<file path="src/rtl/data_memory_arbiter_pkg.sv">
// Shared types for the data-memory arbiter: FSM states, read-tag owners and the memory request bundle.
package data_memory_arbiter_pkg;

    typedef logic [31:0] word;

    typedef enum logic [0:0] {
        NORMAL,
        STEAL
    } arb_state_t;

    typedef enum logic [0:0] {
        OWNER_PIPE,
        OWNER_DBG
    } mem_owner_t;

    typedef struct packed {
        logic       we;
        word        addr;
        word        wdata;
        logic [3:0] be;
    } mem_req_t;

    typedef struct packed {
        logic       vld;
        mem_owner_t owner;
    } read_tag_t;

    localparam mem_req_t MEM_REQ_IDLE = '0;

endpackage

</file>
<file path="src/rtl/data_memory_arbiter_if.sv">
// Bundle of the pipeline, debug and memory-port signals around the arbiter.
// The slave modport is the arbiter's view; master is the surrounding system.
interface data_memory_arbiter_if;
    import data_memory_arbiter_pkg::*;

    logic       pipe_req;
    logic       pipe_we;
    word        pipe_addr;
    word        pipe_wdata;
    logic [3:0] pipe_be;
    logic       pipe_stall;

    logic       dbg_req;
    logic       dbg_we;
    word        dbg_addr;
    word        dbg_wdata;
    logic [3:0] dbg_be;
    logic       dbg_ack;
    logic       dbg_rvalid;
    word        dbg_rdata;

    logic       mem_en;
    logic       mem_we;
    word        mem_addr;
    word        mem_wdata;
    logic [3:0] mem_be;
    word        mem_rdata;

    modport slave (
        input  pipe_req, pipe_we, pipe_addr, pipe_wdata, pipe_be,
        output pipe_stall,
        input  dbg_req, dbg_we, dbg_addr, dbg_wdata, dbg_be,
        output dbg_ack, dbg_rvalid, dbg_rdata,
        output mem_en, mem_we, mem_addr, mem_wdata, mem_be,
        input  mem_rdata
    );

    modport master (
        output pipe_req, pipe_we, pipe_addr, pipe_wdata, pipe_be,
        input  pipe_stall,
        output dbg_req, dbg_we, dbg_addr, dbg_wdata, dbg_be,
        input  dbg_ack, dbg_rvalid, dbg_rdata,
        input  mem_en, mem_we, mem_addr, mem_wdata, mem_be,
        output mem_rdata
    );

endinterface

</file>
<file path="src/rtl/data_memory_arbiter_read_tag_pipe.sv">
// Read-tag delay line: tags pushed at issue appear at the tail READ_LATENCY cycles later.
// Latency READ_LATENCY; no backpressure, one push per cycle.
module read_tag_pipe
    import data_memory_arbiter_pkg::*;
#(
    parameter int READ_LATENCY = 2
) (
    input  logic      clock,
    input  logic      reset,
    input  read_tag_t push_tag,
    output read_tag_t tail_tag
);

    read_tag_t [READ_LATENCY-1:0] tag_q;
    read_tag_t [READ_LATENCY-1:0] tag_d;

    always_comb begin
        tag_d    = tag_q;
        tag_d[0] = push_tag;
        for (int i = 1; i < READ_LATENCY; i++) begin
            tag_d[i] = tag_q[i-1];
        end
    end

    always_ff @(posedge clock) begin
        if (reset) begin
            tag_q <= '0;
        end else begin
            tag_q <= tag_d;
        end
    end

    assign tail_tag = tag_q[READ_LATENCY-1];

endmodule

</file>
<file path="src/rtl/data_memory_arbiter.sv">
// Shares the data-memory port between stage-4a and debug; zero-cycle issue, debug reads return after READ_LATENCY.
// Pipeline has priority; with ARB_STARVE_EN a starved debug request steals one cycle via pipe_stall.
module data_memory_arbiter
    import data_memory_arbiter_pkg::*;
#(
    parameter int STARVE_LIMIT = 8,
    parameter int READ_LATENCY = 2
) (
    input  logic                 clock,
    input  logic                 reset,
    data_memory_arbiter_if.slave bus
);

    if (STARVE_LIMIT < 1 || READ_LATENCY < 1) begin : g_param_check
        $error("data_memory_arbiter: STARVE_LIMIT and READ_LATENCY must be >= 1");
    end

    mem_req_t  pipe_r;
    mem_req_t  dbg_r;
    mem_req_t  mem_r;
    logic      in_steal;
    logic      pipe_win;
    logic      dbg_win;
    logic      dbg_rvalid;
    read_tag_t push_tag;
    read_tag_t tail_tag;

    assign pipe_r = '{we: bus.pipe_we, addr: bus.pipe_addr, wdata: bus.pipe_wdata, be: bus.pipe_be};
    assign dbg_r  = '{we: bus.dbg_we,  addr: bus.dbg_addr,  wdata: bus.dbg_wdata,  be: bus.dbg_be};

    // A steal cycle ignores the pipeline; otherwise debug only gets the idle cycles.
    always_comb begin
        pipe_win = ~reset & bus.pipe_req & ~in_steal;
        dbg_win  = ~reset & bus.dbg_req & (in_steal | ~bus.pipe_req);
        mem_r    = MEM_REQ_IDLE;
        if (pipe_win) begin
            mem_r = pipe_r;
        end else if (dbg_win) begin
            mem_r = dbg_r;
        end
        push_tag = '{vld: (pipe_win | dbg_win) & ~mem_r.we,
                     owner: (dbg_win ? OWNER_DBG : OWNER_PIPE)};
    end

    assign bus.mem_en    = pipe_win | dbg_win;
    assign bus.mem_we    = mem_r.we;
    assign bus.mem_addr  = mem_r.addr;
    assign bus.mem_wdata = mem_r.wdata;
    assign bus.mem_be    = mem_r.be;
    assign bus.dbg_ack   = dbg_win;

`ifdef ARB_STARVE_EN
    localparam int               CNT_W   = $clog2(STARVE_LIMIT + 1);
    localparam logic [CNT_W-1:0] CNT_MAX = CNT_W'(STARVE_LIMIT);

    arb_state_t       state_q;
    arb_state_t       state_d;
    logic [CNT_W-1:0] wait_cnt_q;
    logic [CNT_W-1:0] wait_cnt_d;
    logic             pipe_stall_q;
    logic             pipe_stall_d;

    always_ff @(posedge clock) begin
        if (reset) begin
            state_q      <= NORMAL;
            wait_cnt_q   <= '0;
            pipe_stall_q <= 1'b0;
        end else begin
            state_q      <= state_d;
            wait_cnt_q   <= wait_cnt_d;
            pipe_stall_q <= pipe_stall_d;
        end
    end

    always_comb begin
        state_d    = NORMAL;
        wait_cnt_d = wait_cnt_q;
        if (!bus.dbg_req || dbg_win) begin
            wait_cnt_d = '0;
        end else if (wait_cnt_q != CNT_MAX) begin
            wait_cnt_d = wait_cnt_q + 1'b1;
        end
        case (state_q)
            NORMAL: begin
                if (pipe_win && bus.dbg_req && (wait_cnt_q == CNT_MAX)) begin
                    state_d = STEAL;
                end
            end
            STEAL:   state_d = NORMAL;
            default: state_d = NORMAL;
        endcase
        // Stall is registered so the pipeline sees it exactly in the steal cycle.
        pipe_stall_d = (state_d == STEAL);
    end

    assign in_steal       = (state_q == STEAL);
    assign bus.pipe_stall = pipe_stall_q;
`else
    assign in_steal       = 1'b0;
    assign bus.pipe_stall = 1'b0;
`endif

    read_tag_pipe #(
        .READ_LATENCY(READ_LATENCY)
    ) u_read_tag_pipe (
        .clock    (clock),
        .reset    (reset),
        .push_tag (push_tag),
        .tail_tag (tail_tag)
    );

    // Pipeline read data bypasses the arbiter, so only debug-owned tags matter here.
    assign dbg_rvalid     = ~reset & tail_tag.vld & (tail_tag.owner == OWNER_DBG);
    assign bus.dbg_rvalid = dbg_rvalid;
    assign bus.dbg_rdata  = dbg_rvalid ? bus.mem_rdata : '0;

endmodule

</file>
<file path="src/flat_wrapper.sv">
// flat-port wrapper written by rule: the top's interface ports become plain ports
module data_memory_arbiter_flat import data_memory_arbiter_pkg::*;
#(
    parameter int STARVE_LIMIT = 8,
    parameter int READ_LATENCY = 2
)
  (clock, reset, bus_pipe_req, bus_pipe_we, bus_pipe_addr, bus_pipe_wdata, bus_pipe_be, bus_pipe_stall, bus_dbg_req, bus_dbg_we, bus_dbg_addr, bus_dbg_wdata, bus_dbg_be, bus_dbg_ack, bus_dbg_rvalid, bus_dbg_rdata, bus_mem_en, bus_mem_we, bus_mem_addr, bus_mem_wdata, bus_mem_be, bus_mem_rdata);
  data_memory_arbiter_if bus_i ();
  input  logic clock;
  input  logic reset;
  input wire logic [$bits(bus_i.pipe_req)-1:0] bus_pipe_req;
  input wire logic [$bits(bus_i.pipe_we)-1:0] bus_pipe_we;
  input wire logic [$bits(bus_i.pipe_addr)-1:0] bus_pipe_addr;
  input wire logic [$bits(bus_i.pipe_wdata)-1:0] bus_pipe_wdata;
  input wire logic [$bits(bus_i.pipe_be)-1:0] bus_pipe_be;
  output wire logic [$bits(bus_i.pipe_stall)-1:0] bus_pipe_stall;
  input wire logic [$bits(bus_i.dbg_req)-1:0] bus_dbg_req;
  input wire logic [$bits(bus_i.dbg_we)-1:0] bus_dbg_we;
  input wire logic [$bits(bus_i.dbg_addr)-1:0] bus_dbg_addr;
  input wire logic [$bits(bus_i.dbg_wdata)-1:0] bus_dbg_wdata;
  input wire logic [$bits(bus_i.dbg_be)-1:0] bus_dbg_be;
  output wire logic [$bits(bus_i.dbg_ack)-1:0] bus_dbg_ack;
  output wire logic [$bits(bus_i.dbg_rvalid)-1:0] bus_dbg_rvalid;
  output wire logic [$bits(bus_i.dbg_rdata)-1:0] bus_dbg_rdata;
  output wire logic [$bits(bus_i.mem_en)-1:0] bus_mem_en;
  output wire logic [$bits(bus_i.mem_we)-1:0] bus_mem_we;
  output wire logic [$bits(bus_i.mem_addr)-1:0] bus_mem_addr;
  output wire logic [$bits(bus_i.mem_wdata)-1:0] bus_mem_wdata;
  output wire logic [$bits(bus_i.mem_be)-1:0] bus_mem_be;
  input wire logic [$bits(bus_i.mem_rdata)-1:0] bus_mem_rdata;
  assign bus_i.pipe_req = bus_pipe_req;
  assign bus_i.pipe_we = bus_pipe_we;
  assign bus_i.pipe_addr = bus_pipe_addr;
  assign bus_i.pipe_wdata = bus_pipe_wdata;
  assign bus_i.pipe_be = bus_pipe_be;
  assign bus_pipe_stall = bus_i.pipe_stall;
  assign bus_i.dbg_req = bus_dbg_req;
  assign bus_i.dbg_we = bus_dbg_we;
  assign bus_i.dbg_addr = bus_dbg_addr;
  assign bus_i.dbg_wdata = bus_dbg_wdata;
  assign bus_i.dbg_be = bus_dbg_be;
  assign bus_dbg_ack = bus_i.dbg_ack;
  assign bus_dbg_rvalid = bus_i.dbg_rvalid;
  assign bus_dbg_rdata = bus_i.dbg_rdata;
  assign bus_mem_en = bus_i.mem_en;
  assign bus_mem_we = bus_i.mem_we;
  assign bus_mem_addr = bus_i.mem_addr;
  assign bus_mem_wdata = bus_i.mem_wdata;
  assign bus_mem_be = bus_i.mem_be;
  assign bus_i.mem_rdata = bus_mem_rdata;
  data_memory_arbiter #(.STARVE_LIMIT(STARVE_LIMIT), .READ_LATENCY(READ_LATENCY)) u_core (.clock(clock), .reset(reset), .bus(bus_i));
endmodule
</file>
<file path="config.mk">
export PLATFORM = sky130hd
export DESIGN_NAME = data_memory_arbiter_flat
export DESIGN_NICKNAME = d
export VERILOG_FILES = /design/src/rtl/data_memory_arbiter_pkg.sv /design/src/rtl/data_memory_arbiter_if.sv /design/src/rtl/data_memory_arbiter_read_tag_pipe.sv /design/src/rtl/data_memory_arbiter.sv /design/src/flat_wrapper.sv
export SDC_FILE = /design/constraint.sdc
export NUM_CORES = 1
export LEC_CHECK = 0
export ABC_AREA = 1
export CORE_AREA = 2 2 107 109
export DETAILED_ROUTE_END_ITERATION = 6
export DIE_AREA = 0 0 109 111
export PLACE_DENSITY = 0.63
export RECOVER_POWER = 100
export SLEW_MARGIN = 20
export SYNTH_ARGS = -nofsm -noshare
export SYNTH_HDL_FRONTEND = slang
export SYNTH_SLANG_ARGS = --single-unit
</file>
<file path="constraint.sdc">
create_clock -name clock -period 1.3 [get_ports clock]
set_input_delay 0.325 -clock clock [delete_from_list [all_inputs] [get_ports clock]]
set_output_delay 0.325 -clock clock [all_outputs]
set_load 0.02 [all_outputs]
</file>
==> flow_summary_export.csv <==
group,metric,value,unit
clock_network,insertion_delay,220,ps
floorplan,core-area,11100,µm²
logic_synthesis,yosysTopAreaCellShare,60.5,%
critical_path,critPathArrivalTime,1330,ps
clock_network,numCtsBuffers,3,
floorplan,die_h,111,µm
drt,drt_iter0_markers,50,
timing,fin_crit_sh,127,%
place,routabilityCongestion,0.729,
logic_synthesis,synthArstFlopShare,0,%
floorplan,dieWidth,109,µm
drt,antenna_left,0,
logic_synthesis,avgSynthCellArea,4.13,µm²
pwr,vdd_drop_max,271,µV
critical_path,endpoint,"bus_mem_wdata[25]",
critical_path,end_kind,"output port",
clock_network,h-tree-depth,1,
critical_path,crit_path_max_fanout,5,
floorplan,die-area,12100,µm²
drt,drt_wl_total,10400,µm
critical_path,critPathLaunch,"reset",
global_route,grt_pass1_vias,2976,
final_layout,post-route-util,49.6,%
drt,avgRoutedWirePerCell,13.8,µm
floorplan,start_util,11.5,%
logic_synthesis,syn_inst,309,
logic_synthesis,syn-num-nets,483,
min_path,hp-class,"flop to flop",
timing,worst_hold_slack,401,ps
logic_synthesis,yosys.cell_types.count,14,
floorplan,rows,39,
timing,fin_ws,-351,ps
timing,setup_violations,103,
timing,slew_viol_final,0,
clock_network,clk_pin_slew,30,ps
critical_path,worstPathRequired,980,ps
final_layout,final_nets,784,
final_layout,drive_gt1_share,46.4,%
logic_synthesis,yosysMostFrequentCell,"nand2_1",
critical_path,crit_top_cell,"buf_6",
clock_network,postCtsHoldBufs,0,
final_layout,syn_to_final_growth,330,%
timing,rsz0062_at_grt,"true",
logic_synthesis,netlist_area,1280,µm²
floorplan,boundaryPins,279,
run,cap_violations,0,
final_layout,num_antenna_cells,0,
place,dp_hpwl,6660,µm
logic_synthesis,synthTopCellsByCount,"nand2_1, inv_1, nor2_1",
logic_synthesis,ys_ff_latch,4,
place,portBuffers,277,
global_route,antenna_found_initial,0,
critical_path,start_kind,"input pin",
logic_synthesis,synth_edf_count,0,
critical_path,cpPeakStageDelay,160,ps
logic_synthesis,synth_warnings,0,
clock_network,cts.sinks,4,
logic_synthesis,synthFlopType,"dfxtp_1",
pwr,power.density,405,nW/µm²
global_route,track_usage,14.7,%
timing,timing.fmax,606,MHz
clock_network,tritoncts,"yes",
timing,fin_worst_skew,0.0474,ps
min_path,hold_start,"u_core.u_read_tag_pipe.tag_d[2]$_SDFF_PP0_",
drt,avgViaCountPerCell,3.95,
critical_path,r2r_cells,2,
critical_path,rrSetupSlack,820,ps
critical_path,r2r-end,"u_core.u_read_tag_pipe.tail_tag[1]$_SDFF_PP0_",
outcome,failed_checks,"negative setup slack",
critical_path,crit_slowest_cell,"clkbuf_16",
logic_synthesis,synth_area_leaders,"nand2_1, inv_1, nor2_1",
drt,vias,2968,
global_route,grt_pass1_wl,14000,µm
global_route,gr-total-overflow,0,
clock_network,cts_root_buf,"clkbuf_16",
global_route,grt_max_degree,21,
logic_synthesis,synth_top_cell_by_area,"nand2_1",
final_layout,fillers,1024,
critical_path,rr_startpoint,"u_core.u_read_tag_pipe.tag_d[3]$_SDFF_PP0_",
timing,finalHoldViolCount,0,
drt,drc,0,
logic_synthesis,synth_seq_area_share,6.27,%
critical_path,cp_cell_sequence,"buf_6 > buf_6 > nor2_4 > buf_6 > buf_12 > clkbuf_16 > nand2_2 > nand2_2 > buf_6",
pwr,leakagePower,2.83,nW
drt,dr.pass1.iters,4,
critical_path,crit_type,"input pin to output port",
timing,min_period,1650,ps
outcome,status,"complete, but fails checks",
clock_network,cts_buffer_depth,2,
place,dp_slack,-1120,ps
[where the power goes]
part	switching [mW]	total [mW]	internal [mW]
Combinational	0.653	1.62	0.966
Clock	0.0839	0.477	0.393
Sequential	0.00282	0.133	0.130
[registers in the layout (all words and copies together) (netlist names)]
signal                           count
u_core.u_read_tag_pipe.tag_d         2
u_core.u_read_tag_pipe.tail_tag      2
[final cells by class]
cell class              count  area [µm²]  area share [%]
inverters                  40         160            2.91
clock buffers               3        75.1            1.37
flip-flops and latches      4        80.1            1.46
well taps                 143         179            3.25
multi-input cells         247        1530            27.7
repair buffers            314        3480            63.3
[worst max-delay path, delay by kind of cell]
kind | cells | cell delay [ps]
buffers and inverters | 6 | 740
and+or+nand+nor | 3 | 250
[kinds of logic (layout without fill, tap and decap cells)]
kind of cell	Yosys count	in the layout	synth area share (%)
and+or+nand+nor	245	245	73.0
buffers and inverters	58	357	20.1
DFF	4	4	6.27
other	1	1	0.294
AOI/OAI and AO/OA	1	1	0.391
[worst min path at each step]
stage,slack [ps],cells past startpoint,end
floorplan,390,2,u_core.u_read_tag_pipe.tail_tag[0]$_SDFF_PP0_
global placement,400,2,u_core.u_read_tag_pipe.tail_tag[0]$_SDFF_PP0_
detailed placement,400,2,u_core.u_read_tag_pipe.tail_tag[0]$_SDFF_PP0_
CTS,410,2,u_core.u_read_tag_pipe.tail_tag[0]$_SDFF_PP0_
global route,420,2,u_core.u_read_tag_pipe.tail_tag[0]$_SDFF_PP0_
finish,400,2,u_core.u_read_tag_pipe.tail_tag[0]$_SDFF_PP0_
[layer usage]
metal / part of all wire, % / vias to the layer above / global-route usage (%) / wire length, µm
met5: 0 / - / 0 / 0
met2: 56 / 167 / 30.3 / 5780
li1: - / 1478 / - / -
met3: 9.6 / 11 / 3.29 / 999
met4: 0.93 / 0 / 2.91 / 97
met1: 34 / 1312 / 14.4 / 3520
[what timing repair did]
item                                   in CTS  in global routing
endpoints found under the hold margin       0                  0
gates cloned                               10                  5
setup buffers                              14                  2
resized for setup                         701                103
pin swaps                                  28                 43
setup endpoints to repair                 105                103
[per-stage QoR]
step                      TNS [ps]  area (µm²)  total power [mW]  instances
final                       -26560        5500              2.23        751
after global routing        -32530        5500              2.34        751
after CTS                   -27060        5090              2.14        748
after detailed placement   -110740        4320              1.37        722
after global placement     -110350        4320              1.36        722
after floorplan               -589        1340             0.523        309
[cells in the final DEF, fill, tap and decap left out, drive strengths merged]
cell type,n
nand4,1
conb,1
nand3,2
inv,40
nor2,36
clkdlybuf4s50,170
nand2,206
dfxtp,4
buf,139
o21ai,1
clkbuf,8
Note: power is estimated with default switching activity, not from simulation.
